**src/rtl/add_sub_pipe_if.sv**
```systemverilog
// Operand/result handshake bundle for the pipelined adder/subtractor.
// The master drives the operands and accepts results. The slave is the adder.
interface add_sub_pipe_if #(
    parameter int unsigned N = 32
);
    logic         valid_i;
    logic         ready_o;
    logic         sub_i;
    logic         cin_i;
    logic [N-1:0] data0_i;
    logic [N-1:0] data1_i;
    logic         valid_o;
    logic         ready_i;
    logic [N-1:0] sum_o;
    logic         cout_o;
    logic         ovf_o;
    logic         zero_o;

    modport master (
        output valid_i, sub_i, cin_i, data0_i, data1_i, ready_i,
        input  ready_o, valid_o, sum_o, cout_o, ovf_o, zero_o
    );

    modport slave (
        input  valid_i, sub_i, cin_i, data0_i, data1_i, ready_i,
        output ready_o, valid_o, sum_o, cout_o, ovf_o, zero_o
    );
endinterface

```
**src/rtl/add_sub_pipe.sv**
```systemverilog
// N-bit pipelined adder/subtractor. The carry chain is cut into STAGES equal
// slices. Each slice is resolved in its own registered stage, so one
// operation can be accepted per clock. A single global stall freezes the
// whole pipe whenever the held result has not been taken downstream.
module add_sub_pipe #(
    parameter int unsigned N      = 32,
    parameter int unsigned STAGES = 4
) (
    input logic           clk_i,
    input logic           rst_i,
    add_sub_pipe_if.slave bus
);
    localparam int unsigned W    = N / STAGES;
    localparam int unsigned LAST = STAGES - 1;

    // Stage registers. Each entry holds the full operand width. Bits already
    // consumed by earlier slices are never read again.
    logic [N-1:0]      a_q [STAGES];
    logic [N-1:0]      b_q [STAGES];
    logic [N-1:0]      s_q [STAGES];
    logic [STAGES-1:0] c_q;
    logic [STAGES-1:0] vld_q;
    logic              ovf_q;
    logic              zero_q;

    logic [N-1:0]      a_d [STAGES];
    logic [N-1:0]      b_d [STAGES];
    logic [N-1:0]      s_d [STAGES];
    logic [STAGES-1:0] c_d;
    logic              ovf_d;
    logic              zero_d;
    logic              advance;

    function automatic logic [W:0] slice_add(
        input logic [W-1:0] x,
        input logic [W-1:0] y,
        input logic         ci
    );
        return {1'b0, x} + {1'b0, y} + {{W{1'b0}}, ci};
    endfunction

    // Global stall: move only when the output slot is empty or being taken.
    always_comb begin
        advance = bus.ready_i || !vld_q[LAST];
    end

    assign bus.ready_o = advance;
    assign bus.valid_o = vld_q[LAST];
    assign bus.sum_o   = s_q[LAST];
    assign bus.cout_o  = c_q[LAST];
    assign bus.ovf_o   = ovf_q;
    assign bus.zero_o  = zero_q;

    // Per-stage next values: stage 0 resolves slice 0 from the inputs, and
    // stage k resolves slice k from stage k-1 and its registered carry.
    always_comb begin
        a_d[0] = bus.data0_i;
        b_d[0] = bus.data1_i ^ {N{bus.sub_i}};
        s_d[0] = '0;
        {c_d[0], s_d[0][W-1:0]} = slice_add(a_d[0][W-1:0], b_d[0][W-1:0], bus.cin_i);
        for (int unsigned k = 1; k < STAGES; k++) begin
            a_d[k] = a_q[k-1];
            b_d[k] = b_q[k-1];
            s_d[k] = s_q[k-1];
            {c_d[k], s_d[k][k*W +: W]} = slice_add(a_q[k-1][k*W +: W], b_q[k-1][k*W +: W], c_q[k-1]);
        end
        // Flags are registered alongside the last slice. This keeps zero_o at 0
        // during reset even though sum_o is also 0 then.
        ovf_d  = (a_d[LAST][N-1] == b_d[LAST][N-1]) && (s_d[LAST][N-1] != a_d[LAST][N-1]);
        zero_d = (s_d[LAST] == '0);
    end

    // Pipeline registers: clear on reset, shift together on advance, hold otherwise.
    always_ff @(posedge clk_i or posedge rst_i) begin
        if (rst_i) begin
            for (int unsigned k = 0; k < STAGES; k++) begin
                a_q[k] <= '0;
                b_q[k] <= '0;
                s_q[k] <= '0;
            end
            c_q    <= '0;
            vld_q  <= '0;
            ovf_q  <= 1'b0;
            zero_q <= 1'b0;
        end else if (advance) begin
            vld_q[0] <= bus.valid_i;
            for (int unsigned k = 1; k < STAGES; k++) begin
                vld_q[k] <= vld_q[k-1];
            end
            for (int unsigned k = 0; k < STAGES; k++) begin
                a_q[k] <= a_d[k];
                b_q[k] <= b_d[k];
                s_q[k] <= s_d[k];
            end
            c_q    <= c_d;
            ovf_q  <= ovf_d;
            zero_q <= zero_d;
        end
    end
endmodule

```
**src/flat_wrapper.sv**
```systemverilog
// flat-port wrapper written by rule: the top's interface ports become plain ports
module add_sub_pipe_flat 
#(
    parameter int unsigned N      = 32,
    parameter int unsigned STAGES = 4
)
  (clk_i, rst_i, bus_valid_i, bus_sub_i, bus_cin_i, bus_data0_i, bus_data1_i, bus_ready_i, bus_ready_o, bus_valid_o, bus_sum_o, bus_cout_o, bus_ovf_o, bus_zero_o);
  add_sub_pipe_if #(.N(N)) bus_i ();
  input logic clk_i;
  input logic rst_i;
  input wire logic [$bits(bus_i.valid_i)-1:0] bus_valid_i;
  input wire logic [$bits(bus_i.sub_i)-1:0] bus_sub_i;
  input wire logic [$bits(bus_i.cin_i)-1:0] bus_cin_i;
  input wire logic [$bits(bus_i.data0_i)-1:0] bus_data0_i;
  input wire logic [$bits(bus_i.data1_i)-1:0] bus_data1_i;
  input wire logic [$bits(bus_i.ready_i)-1:0] bus_ready_i;
  output wire logic [$bits(bus_i.ready_o)-1:0] bus_ready_o;
  output wire logic [$bits(bus_i.valid_o)-1:0] bus_valid_o;
  output wire logic [$bits(bus_i.sum_o)-1:0] bus_sum_o;
  output wire logic [$bits(bus_i.cout_o)-1:0] bus_cout_o;
  output wire logic [$bits(bus_i.ovf_o)-1:0] bus_ovf_o;
  output wire logic [$bits(bus_i.zero_o)-1:0] bus_zero_o;
  assign bus_i.valid_i = bus_valid_i;
  assign bus_i.sub_i = bus_sub_i;
  assign bus_i.cin_i = bus_cin_i;
  assign bus_i.data0_i = bus_data0_i;
  assign bus_i.data1_i = bus_data1_i;
  assign bus_i.ready_i = bus_ready_i;
  assign bus_ready_o = bus_i.ready_o;
  assign bus_valid_o = bus_i.valid_o;
  assign bus_sum_o = bus_i.sum_o;
  assign bus_cout_o = bus_i.cout_o;
  assign bus_ovf_o = bus_i.ovf_o;
  assign bus_zero_o = bus_i.zero_o;
  add_sub_pipe #(.N(N), .STAGES(STAGES)) u_core (.clk_i(clk_i), .rst_i(rst_i), .bus(bus_i));
endmodule
```
**config.mk**
```make
export PLATFORM = sky130hd
export DESIGN_NAME = add_sub_pipe_flat
export DESIGN_NICKNAME = d
export VERILOG_FILES = /design/src/rtl/add_sub_pipe_if.sv /design/src/rtl/add_sub_pipe.sv /design/src/flat_wrapper.sv
export SDC_FILE = /design/constraint.sdc
export NUM_CORES = 1
export LEC_CHECK = 0
export ABC_AREA = 1
export CORE_MARGIN = 2
export CORE_UTILIZATION = 51
export CTS_BUF_LIST = sky130_fd_sc_hd__clkbuf_8
export DETAILED_ROUTE_END_ITERATION = 6
export GPL_TIMING_DRIVEN = 1
export PLACE_DENSITY = 0.7
export SYNTH_ARGS = -nofsm -noshare
export SYNTH_HDL_FRONTEND = slang
export SYNTH_SLANG_ARGS = --single-unit
```
**constraint.sdc**
```tcl
create_clock -name clk_i -period 7.4 [get_ports clk_i]
set_input_delay 1.48 -clock clk_i [delete_from_list [all_inputs] [get_ports clk_i]]
set_output_delay 1.48 -clock clk_i [all_outputs]
set_load 0.1 [all_outputs]
```
==> flow_metrics.env <==
export IMPL_clk_pin_slew_ns=0.08
export IMPL_critPathSlowestCell="clkdlybuf4s50_1"
export IMPL_drc_errors=0
export IMPL_maxCapViolations=0
export IMPL_post_cts_resize_count=0
export IMPL_syn_area_sq_mm=0.00855
export IMPL_vias=6251
export IMPL_cp_top_family="buffers and inverters"
export IMPL_synthTopCellsByArea="dfrtp_1 (54%), nand2_1 (18%), o21ai_0 (5.1%)"
export IMPL_synth_seq_cells=186
export IMPL_grt_max_degree=116
export IMPL_cts_htree_levels=4
export IMPL_end_kind="output pin"
export IMPL_cts_made_buffers=17
export IMPL_die_x_um=134
export IMPL_rows=47
export IMPL_initial_core_util_pct=51.9
export IMPL_grt_pass1_vias=6045
export IMPL_portBuffers=106
export IMPL_synth_largest_area_cell="dfrtp_1"
export IMPL_power_density_mw_per_mm2=464
export IMPL_synth_cells=979
export IMPL_nets=1172
export IMPL_vias_per_cell=4.82
export IMPL_seq_area_frac_synth_pct=54.4
export IMPL_clock_path_buffers=2
export IMPL_synthArstFlopShare_pct=100
export IMPL_post_cts_buffers=0
export IMPL_yosysTopAreaCellShare_pct=54.4
export IMPL_finalHoldViolCount=0
export IMPL_synthDistinctLibCells=27
export IMPL_n_fill_cell=1518
export IMPL_cts_sinks=186
export IMPL_synth_edf_count=0
export IMPL_slew_headroom_pct=29.1
export IMPL_yosysMostFrequentCell="nand2_1"
export IMPL_crit_type="in2out"
export IMPL_ios=107
export IMPL_dp_hpwl_um=10800
export IMPL_skew_ns=0.0101
export IMPL_post_route_util_pct=61.7
export IMPL_cpPeakStageDelay_ns=1.14
export IMPL_synthTopCellsByCount="nand2_1 (412), dfrtp_1 (186), o21ai_0 (87), inv_1 (57), buf_2 (34)"
export IMPL_grtUsageTotal_pct=19.5
export IMPL_area_growth_syn_to_layout_pct=18.8
export IMPL_drt_pass1_iter_count=5
export IMPL_die_area_sq_mm=0.0178
export IMPL_fmax_ghz=0.212
export IMPL_core_sq_mm=0.0165
export IMPL_max_vdd_ir_drop_uv=324
export IMPL_outcome="complete, no violations"
export IMPL_postSynthAreaPerCell_sq_um=8.74
export IMPL_antennaDiodeCount=0
export IMPL_clockRootBuffer="clkbuf_8"
export IMPL_antenna_found_initial=0
export IMPL_die_h_um=134
export IMPL_tightest_slew_ns=1.06
export IMPL_synth_nets=1085
export IMPL_grt_remaining_overflow=0
export IMPL_holdBufCountCts=0
export IMPL_yosysWarnings=0
export IMPL_crit_path_cell_trace="clkdlybuf4s50_1 > inv_2 > nand2_4 > clkdlybuf4s50_1"
export IMPL_crit_path_start_kind="input pin"
export IMPL_finalSetupViolCount=0
export IMPL_timing_setup_tns_ns=0
export IMPL_ant_nets=0
export IMPL_cts_tree="built"
export IMPL_drtIter0Drc=397
export IMPL_finalCritPeriodShare_pct=63.7
export IMPL_min_period_ns=4.72
export IMPL_worstPathArrival_ns=3.24
export IMPL_synth_top_flop_cell="dfrtp_1"
export IMPL_grt_pass1_wl_um=27900
export IMPL_crit_buf_inv=3
export IMPL_wl_um=16000
export IMPL_drive_gt1_share_pct=4.74
export IMPL_p_leak_nw=5.00
export IMPL_hp_class="reg2reg"
export IMPL_worstSkewPairLatency_ns=0.46
export IMPL_slew_violations=0
export IMPL_grt_setup_unrepaired="false"
export IMPL_routedWlPerCell_um=12.3
export IMPL_path_max_fanout=2
export IMPL_gp_congestion=0.874
export IMPL_cp_common_cell="clkdlybuf4s50_1"
export IMPL_cp_required_ns=5.92
## power by group
part / internal [mW] / switching [mW]
registers: 1.47 / 0.249
logic: 0.696 / 1.59
clock network: 0.383 / 0.336
## stage by stage
| step | setup slack [ns] | hold slack [ns] | instances | cell area (sq um) | power [mW] |
|---|---|---|---|---|---|
| 2_1_floorplan | 0.863 | 0.420 | 979 | 8550 | 3.50 |
| 3_3_place_gp | 2.67 | 0.429 | 1267 | 9730 | 3.99 |
| 3_5_place_dp | 2.68 | 0.432 | 1267 | 9730 | 4.04 |
| 4_1_cts | 2.67 | 0.452 | 1297 | 10200 | 4.76 |
| 5_1_grt | 2.67 | 0.483 | 1297 | 10200 | 5.10 |
| 6_report | 2.68 | 0.447 | 1297 | 10200 | 4.72 |
## layer usage
metal / up-vias / track usage (%) / part of all wire [%]
met5: - / 0 / 0
met3: 18 / 4.19 / 2.7
met2: 83 / 32.2 / 47
met1: 2885 / 26.2 / 49
met4: 0 / 5.73 / 1.5
li1: 3265 / - / -
## final timing paths
kind,startpoint,depth (start not counted),slack (ns),to
max in group asynchronous,rst_i,3,4.47,u_core.a_d[85]$_DFFE_PP0P_
min in group asynchronous,rst_i,2,1.54,u_core.bus.sum_o[9]$_DFFE_PP0P_
worst max-delay path,bus_ready_i,4,2.68,bus_ready_o
worst min register to register,u_core.vld_q[2]$_DFFE_PP0P_,2,0.45,u_core.vld_q[3]$_DFFE_PP0P_
worst min-delay path,u_core.vld_q[2]$_DFFE_PP0P_,2,0.45,u_core.vld_q[3]$_DFFE_PP0P_
worst max register to register,u_core.vld_q[3]$_DFFE_PP0P_,7,4.99,u_core.s_d[18]$_DFFE_PP0P_
## worst register-to-register path, cell delays in order, from the launching register on
cell	delay [ns]
dfrtp_1	0.40
nand2_4	0.10
buf_4	0.34
inv_6	0.57
buf_4	0.59
a21oi_1	0.08
o21ai_0	0.09
o21ai_0	0.09
## cell usage in the layout (no fill, tap or decap), types with 3 or more instances in the layout
cell type and instances:
nand2_1 412, o211ai_1 3, nand4_1 11, nand3_1 17
bufinv_16 3, ha_1 28, a21oi_1 22, a21o_1 3
fa_1 8, a21oi_2 4, dfrtp_1 186, a31oi_1 6
xor2_1 8, nand2_2 5, o21ai_0 87, or2_1 4
buf_4 6, xnor2_1 31, nor2_1 28, clkdlybuf4s50_1 105
o21ai_1 6, clkinv_2 3, clkbuf_8 23, inv_1 56
## cell type report
cell class	count	area (sq um)	share of cell area, %
clock buffers	23	317	3.12
multi-input cells	690	3460	34.1
flip-flops and latches	186	4650	45.8
inverters	59	234	2.30
well taps	220	275	2.71
repair buffers	112	1100	10.8
clock inverters	7	113	1.11
## flip-flops by register name (all words and copies together) (netlist names)
name	flops
u_core.a_d	48
u_core.b_d	48
u_core.s_d	48
u_core.bus.sum_o	32
u_core.c_q	4
u_core.vld_q	4
u_core.bus.ovf_o	1
u_core.bus.zero_o	1
## logic make-up after synthesis
group	share of synthesized area (%)
simple gates	22.2
flops	54.4
compound gates	8.28
buf+inv	5.15
xor+xnor	3.99
fa+ha+maj	5.97
Power figures use the tool's default switching activity.
